==> config.mk <==
export PLATFORM = sky130hd
export DESIGN_NAME = driver_dac
export DESIGN_NICKNAME = d
export VERILOG_FILES = /design/src/rtl/driver_dac.sv
export SDC_FILE = /design/constraint.sdc
export NUM_CORES = 1
export LEC_CHECK = 0
export ABC_CLOCK_PERIOD_IN_PS = 8100
export BUFFER_PORTS_ARGS = -buffer_cell sky130_fd_sc_hd__buf_4
export CAP_MARGIN = 25
export CORE_UTILIZATION = 60
export CTS_CLUSTER_SIZE = 12
export DETAILED_ROUTE_END_ITERATION = 8
export PLACE_DENSITY = 0.82
export SYNTH_ARGS = -nofsm -noshare
export SYNTH_HDL_FRONTEND = slang
export SYNTH_SLANG_ARGS = --single-unit
==> constraint.sdc <==
create_clock -name clk_100MHz -period 8.1 [get_ports clk_100MHz]
set_input_delay 0.405 -clock clk_100MHz [delete_from_list [all_inputs] [get_ports clk_100MHz]]
set_output_delay 0.405 -clock clk_100MHz [all_outputs]
set_load 0.05 [all_outputs]
==> src/rtl/driver_dac.sv <==
// ============================================================================
//  Module   : driver_dac
//  Purpose  : Playback driver for an 8-bit parallel DAC. Accepts filtered
//             samples over a valid/ready handshake, buffers them in a small
//             FIFO, generates the divided DAC clock and presents one sample
//             per DAC period with half a period of setup before the rising
//             edge of clk_DAC. Flags underruns and holds DAC_En low until the
//             FIFO has been primed.
//  Options  : DRIVER_DAC_MIDSCALE_ON_UNDERRUN_EN - when defined, an underrun
//             tick drives midscale onto DAC_Data instead of holding the last
//             sample.
//  Revision : 1.0 - initial release
// ============================================================================
`default_nettype none

module driver_dac #(
    parameter int CLK_DIV     = 100,
    parameter int DATA_W      = 8,
    parameter int FIFO_DEPTH  = 16,
    parameter int PRIME_LEVEL = 8
) (
    input  logic                          clk_100MHz,
    input  logic                          Rst,
    input  logic [DATA_W-1:0]             Din,
    input  logic                          Din_Valid,
    output logic                          Din_Ready,
    output logic                          clk_DAC,
    output logic [DATA_W-1:0]             DAC_Data,
    output logic                          DAC_En,
    output logic                          Underrun,
    output logic [$clog2(FIFO_DEPTH):0]   Fifo_Level
);

    // ------------------------------------------------------------------
    // Constants
    // ------------------------------------------------------------------
    localparam int DIV_W = (CLK_DIV > 2) ? $clog2(CLK_DIV) : 1;
    localparam int PTR_W = (FIFO_DEPTH > 1) ? $clog2(FIFO_DEPTH) : 1;
    localparam int LVL_W = $clog2(FIFO_DEPTH) + 1;

    localparam logic [DIV_W-1:0]  DIV_LAST  = DIV_W'(CLK_DIV - 1);
    localparam logic [DIV_W-1:0]  DIV_HALF  = DIV_W'(CLK_DIV / 2);
    localparam logic [PTR_W-1:0]  PTR_LAST  = PTR_W'(FIFO_DEPTH - 1);
    localparam logic [LVL_W-1:0]  LVL_FULL  = LVL_W'(FIFO_DEPTH);
    localparam logic [LVL_W-1:0]  LVL_PRIME = LVL_W'(PRIME_LEVEL);
    localparam logic [DATA_W-1:0] MIDSCALE  = {1'b1, {(DATA_W-1){1'b0}}};

    localparam logic [0:0] ST_PRIME = 1'b0;
    localparam logic [0:0] ST_RUN   = 1'b1;

    // ------------------------------------------------------------------
    // Internal state
    // ------------------------------------------------------------------
    logic [DIV_W-1:0]  div_cnt;
    logic [DIV_W-1:0]  div_next;
    logic [PTR_W-1:0]  wr_ptr;
    logic [PTR_W-1:0]  rd_ptr;
    logic [LVL_W-1:0]  level;
    logic [0:0]        state;
    logic [DATA_W-1:0] mem [FIFO_DEPTH];

    logic tick;
    logic fifo_empty;
    logic push;
    logic start;
    logic pop;
    logic underrun_evt;

    // ------------------------------------------------------------------
    // Divider next-count and event decode
    // ------------------------------------------------------------------
    always_comb begin
        div_next     = (div_cnt == DIV_LAST) ? '0 : div_cnt + DIV_W'(1);
        tick         = (div_cnt == DIV_LAST);
        fifo_empty   = (level == '0);
        push         = Din_Valid && Din_Ready;
        // Leaving PRIME needs enough buffered samples to ride out jitter
        // on the filter side; PRIME_LEVEL >= 1 so start implies non-empty.
        start        = tick && (state == ST_PRIME) && (level >= LVL_PRIME);
        // The pop only sees the level before this cycle's push, so a
        // sample written on a tick cycle is never consumed by that tick.
        pop          = tick && !fifo_empty && ((state == ST_RUN) || start);
        underrun_evt = tick && (state == ST_RUN) && fifo_empty;
    end

    assign Din_Ready  = (level != LVL_FULL);
    assign Fifo_Level = level;
    assign DAC_En     = (state == ST_RUN);

    // Free-running divider; clk_DAC is registered from the next count so it
    // is glitch-free and falls on the same edge that updates DAC_Data.
    always_ff @(posedge clk_100MHz or negedge Rst) begin
        if (!Rst) begin
            div_cnt <= '0;
            clk_DAC <= 1'b0;
        end else begin
            div_cnt <= div_next;
            clk_DAC <= (div_next >= DIV_HALF);
        end
    end

    // Sample storage; contents are don't-care until written, so no reset.
    always_ff @(posedge clk_100MHz) begin
        if (push) begin
            mem[wr_ptr] <= Din;
        end
    end

    // FIFO pointers and occupancy; simultaneous push and pop keep the level.
    always_ff @(posedge clk_100MHz or negedge Rst) begin
        if (!Rst) begin
            wr_ptr <= '0;
            rd_ptr <= '0;
            level  <= '0;
        end else begin
            if (push) begin
                wr_ptr <= (wr_ptr == PTR_LAST) ? '0 : wr_ptr + PTR_W'(1);
            end
            if (pop) begin
                rd_ptr <= (rd_ptr == PTR_LAST) ? '0 : rd_ptr + PTR_W'(1);
            end
            if (push && !pop) begin
                level <= level + LVL_W'(1);
            end else if (pop && !push) begin
                level <= level - LVL_W'(1);
            end
        end
    end

    // Playback state: PRIME until the FIFO is primed, then RUN for good.
    always_ff @(posedge clk_100MHz or negedge Rst) begin
        if (!Rst) begin
            state <= ST_PRIME;
        end else if (start) begin
            state <= ST_RUN;
        end
    end

    // DAC data register and underrun pulse, both updated one cycle after tick.
    always_ff @(posedge clk_100MHz or negedge Rst) begin
        if (!Rst) begin
            DAC_Data <= MIDSCALE;
            Underrun <= 1'b0;
        end else begin
            Underrun <= underrun_evt;
            if (pop) begin
                DAC_Data <= mem[rd_ptr];
            end
`ifdef DRIVER_DAC_MIDSCALE_ON_UNDERRUN_EN
            else if (underrun_evt) begin
                DAC_Data <= MIDSCALE;
            end
`else
            // On underrun the last sample is simply held.
`endif
        end
    end

endmodule

`default_nettype wire
==> flow_metrics.env, run 1 <==
export IMPL_grt_pass1_wl_um=19200
export IMPL_die_area_um2=11400
export IMPL_routed_top_layer="met4"
export IMPL_p_comb_frac=0.142
export IMPL_slew_violations=0
export IMPL_synth_warnings=0
export IMPL_cp_top_family="adder cells"
export IMPL_synth_area_um2=6580
export IMPL_syn_to_final_growth_pct=13.6
export IMPL_path_buf_inv=1
export IMPL_slowest_delay_ps=470
export IMPL_p_per_area_nw_per_um2=282
export IMPL_io_buffers=27
export IMPL_syn_inst=380
export IMPL_drt_antenna_violating_nets=0
export IMPL_numCtsBuffers=17
export IMPL_period_minus_slack_ps=3220
export IMPL_relSlewSlack=0.333
export IMPL_start_kind="flop"
export IMPL_fin_tns_setup_ps=0
export IMPL_async_flop_share=0.195
export IMPL_grt_start_max_net_pins=37
export IMPL_timing_final_crit_share=0.398
export IMPL_placementRows=37
export IMPL_cts_max_level=4
export IMPL_drv_cap=0
export IMPL_first_iter_violations=297
export IMPL_rsz0062_at_grt="false"
export IMPL_crit_slowest_cell="nand2_1"
export IMPL_endpoint_kind="flop"
export IMPL_grt_overflow_total=0
export IMPL_core_um2=10500
export IMPL_cts_tree="yes"
export IMPL_seq_power_share=0.484
export IMPL_clock_sinks=159
export IMPL_peakVddDrop_mv=0.216
export IMPL_yosysTopAreaCellShare=0.585
export IMPL_cp_cell_sequence="ha_1, nand2b_1, nor3_4, nand2_1, ha_1, inv_1, ha_1, a21o_1, a21oi_1, mux2i_1, xnor2_1"
export IMPL_p_int_mw=1.54
export IMPL_synthTopCellsByCount="edfxtp_1, dfrtp_1, nand2_1"
export IMPL_power_leakage_nw=2.61
export IMPL_rr_worst_depth=11
export IMPL_seq_area_frac_synth=0.703
export IMPL_synth_most_common_cell="edfxtp_1"
export IMPL_dr_total_vias=3445
export IMPL_clk_path_buf_depth=2
export IMPL_yosys_top_cells_area="edfxtp_1, dfrtp_1, mux4_2, mux4_1, ha_1"
export IMPL_io_pin_count=28
export IMPL_arrival_ps=3670
export IMPL_status="finished clean"
export IMPL_grt_pass1_vias=3500
export IMPL_synth_cell_types=43
export IMPL_path_class="reg -> reg"
export IMPL_synth_seq_cells=159
export IMPL_switching_share=0.266
export IMPL_p_sw_uw=559
export IMPL_dieHeight_um=107
export IMPL_fmax_mhz=310
export IMPL_viasPerCell=6.14
export IMPL_met1_length_um=4980
export IMPL_diodes=0
export IMPL_drtPass1Iterations=6
export IMPL_worst_path_max_fanout=21
export IMPL_gp_congestion=0.874
export IMPL_whs_endpoint="mem[10][1]"
export IMPL_syn_nets=403
export IMPL_min_path_type="in -> reg"
export IMPL_clk_latency_ps=530
export IMPL_synth_largest_area_cell="edfxtp_1"
export IMPL_r2r_start="div_cnt[0]"
export IMPL_die_w_um=107
export IMPL_ys_flop_type="edfxtp_1"
export IMPL_syn_area_per_cell_um2=17.3
export IMPL_r2r_end="Fifo_Level[4]"
export IMPL_root_buffer="clkbuf_8"
export IMPL_remaining_drc_errors=0
export IMPL_clock_skew_ps=11.1
export IMPL_clk_pin_slew_worst_paths_ps=60
export IMPL_hold_violations=0
export IMPL_tightest_slew_ps=996
export IMPL_setup_viol=0
export IMPL_place_hpwl_um=7500
export IMPL_grt_use_total=0.241
export IMPL_nets=436
export IMPL_post_cts_setup_buffers=0
export IMPL_p_clk_frac=0.374
export IMPL_drive_gt1_frac=0.233
export IMPL_hold_path_depth=1
export IMPL_wl_per_cell_um=21.6
export IMPL_wl_um=12100
export IMPL_initial_utilization=0.628
export IMPL_wl_met2_um=6250
export IMPL_critPathRequiredTime_ps=8550
export IMPL_min_delay_start="Din[1]"
export IMPL_post_route_util=0.714
export IMPL_synth_edf_count=128
export IMPL_cpMostUsedCell="ha_1"
export IMPL_antenna_found_initial=0
export IMPL_worst_r2r_setup_slack_ps=4880
export IMPL_wl_met3_um=691
cells by family (layout without fill, tap and decap cells):
group | count (synthesis) | count (layout) | share of synthesized area
flops | 159 | 159 | 0.703
xor+xnor | 9 | 9 | 0.0120
mux | 50 | 50 | 0.144
buf+inv | 29 | 74 | 0.0232
compound gates | 41 | 41 | 0.0356
simple gates | 80 | 80 | 0.0586
fa+ha+maj | 12 | 12 | 0.0240
cell usage in the layout (no fill, tap or decap), drive strengths merged, types with 11 or more instances in the layout:
cell    count
dfrtp      30
nand2      30
nor2       21
o21ai      28
clkbuf     18
edfxtp    128
mux4       32
buf        34
inv        12
ha         11
how the worst max path moves through the flow:
stage,start,endpoint,cells after the start,slack (ps)
floorplan,Fifo_Level[1],Fifo_Level[4],11,4850
global placement,Fifo_Level[1],Fifo_Level[4],10,5060
detailed placement,Fifo_Level[0],Fifo_Level[4],10,4920
CTS,Fifo_Level[0],Fifo_Level[4],10,4880
global route,Fifo_Level[0],Fifo_Level[4],10,4570
finish,div_cnt[0],Fifo_Level[4],11,4880
power groups by stage:
stage	Sequential (mW)	Clock, mW	Combinational [mW]
5_1_grt	1.03	0.828	0.325
4_1_cts	1.02	0.793	0.299
2_1_floorplan	1.05	0	0.171
6_report	1.02	0.786	0.299
3_3_place_gp	1.02	0	0.283
3_5_place_dp	1.03	0	0.297
flip-flops by register name (all words and copies together) (netlist names):
name / flops
mem: 128
DAC_Data: 8
div_cnt: 7
Fifo_Level: 5
rd_ptr: 4
wr_ptr: 4
DAC_En: 1
Underrun: 1
clk_DAC: 1
metal layers:
metal	track usage	vias up
met3	0.0711	26
li1	-	1535
met2	0.400	144
met5	0	-
met4	0.0890	0
met1	0.304	1740
timing repair:
action                                  in CTS  in global routing
endpoints found under the setup margin       0                  0
resized for setup                            0                  0
hold buffers                                 1                  0
endpoints found under the hold margin       30                  0
cell type report:
type	count	area [µm²]
clock buffer	18	418
clock inverter	13	163
fill	634	2990
inverter	8	30.0
multi-input combinational	192	1800
sequential	159	4620
tap	136	170
timing repair buffer	35	265
per-stage QoR:
stage | hold WS (ps) | area (µm²) | cells | total power, mW | worst slack, ps
detailed placement | 363 | 6880 | 529 | 1.33 | 4920
CTS | 155 | 7470 | 561 | 2.11 | 4880
floorplan | 109 | 6580 | 380 | 1.23 | 4850
global placement | 355 | 6880 | 529 | 1.31 | 5060
global route | 165 | 7470 | 561 | 2.18 | 4570
finish | 181 | 7470 | 561 | 2.10 | 4880
Power figures use the tool's default switching activity.
==> run 2, diff against run 1 <==
- ABC_CLOCK_PERIOD_IN_PS: 8100 -> 3040
- clock period: 8.1 -> 3.04 ns (I/O delays scaled with it)
==> run 2 against run 1 <==
Effect of this change: first-iteration DRC count fell by 26%; flip-flop and latch count stayed put; clock-buffer cell count is 2 higher; combinational power rose to 2.8 times the previous value; non-clock buffer count rose by 22; final cell count increased by 4.1%; via count shrank 1.2%; largest cell class unchanged.
==> flow_metrics.env, run 2 (synthesis results as in run 1) <==
export IMPL_routed_top_layer="met4"
export IMPL_drive_gt1_frac=0.259
export IMPL_drv_cap=0
export IMPL_period_minus_slack_ps=2750
export IMPL_hold_violations=0
export IMPL_worst_path_max_fanout=11
export IMPL_wl_per_cell_um=21.0
export IMPL_grt_pass1_vias=3508
export IMPL_dieHeight_um=107
export IMPL_viasPerCell=5.83
export IMPL_min_path_type="in -> async"
export IMPL_clock_sinks=159
export IMPL_met1_length_um=4840
export IMPL_top_register="mem"
export IMPL_placedCellCount=543
export IMPL_final_common_cell="edfxtp_1"
export IMPL_wl_um=12200
export IMPL_preCtsSetupSlack_ps=247
export IMPL_peakVddDrop_mv=0.724
export IMPL_dr_total_vias=3405
export IMPL_clk_latency_ps=530
export IMPL_wl_met3_um=715
export IMPL_syn_to_final_growth_pct=16.3
export IMPL_grt_pass1_wl_um=19100
export IMPL_rsz0062_at_grt="false"
export IMPL_fin_tns_setup_ps=0
export IMPL_power_leakage_nw=2.70
export IMPL_ctsHoldBuffers=9
export IMPL_die_area_um2=11400
export IMPL_relSlewSlack=0.583
export IMPL_largest_register_ffs=128
export IMPL_status="finished clean"
export IMPL_io_pin_count=28
export IMPL_cts_resized=0
export IMPL_grt_overflow_total=0
export IMPL_timing_final_crit_share=0.904
export IMPL_critPathRequiredTime_ps=3490
export IMPL_tightest_slew_ps=626
export IMPL_path_class="reg -> reg"
export IMPL_clk_pin_slew_worst_paths_ps=60
export IMPL_grt_start_max_net_pins=37
export IMPL_arrival_ps=3200
export IMPL_cts_max_level=4
export IMPL_gp_congestion=0.792
export IMPL_place_hpwl_um=7450
export IMPL_fillers=636
export IMPL_top_regs="mem: 128 flops, DAC_Data: 8 flops, div_cnt: 7 flops"
export IMPL_cts_tree="yes"
export IMPL_slew_violations=0
export IMPL_antenna_found_initial=0
export IMPL_drtPass1Iterations=4
export IMPL_first_iter_violations=220
export IMPL_grt_use_total=0.242
export IMPL_p_total_mw=5.55
export IMPL_root_buffer="clkbuf_8"
export IMPL_clock_skew_ps=10.5
export IMPL_fmax_mhz=364
export IMPL_placementRows=37
export IMPL_final_cell_mix="edfxtp_1, buf_4, nand2_1"
export IMPL_core_um2=10500
export IMPL_worst_r2r_setup_slack_ps=290
export IMPL_clk_path_buf_depth=2
export IMPL_diodes=0
export IMPL_remaining_drc_errors=0
export IMPL_numCtsBuffers=17
export IMPL_wl_met2_um=6550
export IMPL_io_buffers=27
export IMPL_post_cts_setup_buffers=0
export IMPL_worst_slack_ps=292
export IMPL_initial_utilization=0.628
export IMPL_drt_antenna_violating_nets=0
export IMPL_endpoint_kind="flop"
export IMPL_start_kind="flop"
export IMPL_setup_viol=0
export IMPL_nets=458
export IMPL_p_per_area_nw_per_um2=726
export IMPL_die_w_um=107
export IMPL_final_instance_count_excl_fill=584
-- run 2: per-layer routing --
layer,GRT usage,vias to the layer above
met5,0,-
met4,0.0861,0
met3,0.0687,14
met2,0.410,98
met1,0.299,1713
li1,-,1580
-- run 2: final timing paths --
| kind | start | end | depth (start not counted) |
|---|---|---|---|
| max | Fifo_Level[1] | Fifo_Level[4] | 10 |
| min | Rst | Fifo_Level[3] | 2 |
| max reg2reg | Fifo_Level[1] | Fifo_Level[4] | 10 |
| min reg2reg | div_cnt[0] | div_cnt[0] | 1 |
| max in group asynchronous | Rst | DAC_Data[7] | 2 |
| min in group clk_100MHz | Din_Valid | wr_ptr[1] | 3 |
-- run 2: worst max-delay path: stages, from the launching register on --
cell and delay (ps):
dfrtp_2 440, nor4_2 400, nand2_2 90, and2_1 280
ha_1 290, inv_1 140, ha_1 290, a21o_1 200
a21oi_1 180, mux2i_1 240, xnor2_1 130
-- run 2: report_power, final --
part	internal, mW	switching [mW]	leakage [nW]	total, mW
sequential	2.58	0.132	1.55	2.71
clock	1.18	0.828	0.270	2.00
combinational	0.314	0.518	0.877	0.831
total	4.07	1.48	2.70	5.55
-- run 2: per-stage QoR --
| step | hold slack (ps) | cell area, µm² | utilization |
|---|---|---|---|
| after floorplan | -144 | 6590 | - |
| after global routing | 123 | 7640 | 0.731 |
| after global placement | 110 | 6990 | 0.669 |
| final | 104 | 7640 | 0.731 |
| after CTS | 90.9 | 7640 | 0.731 |
| after detailed placement | 126 | 6990 | 0.669 |
-- run 2: layout make-up --
type / instances / area [µm²] / share of cell area
repair buffers: 57 / 450 / 0.0589
inverters: 8 / 30.0 / 0.00393
flip-flops and latches: 159 / 4620 / 0.605
multi-input cells: 192 / 1810 / 0.237
clock buffers: 20 / 425 / 0.0556
well taps: 136 / 170 / 0.0223
clock inverters: 12 / 135 / 0.0177
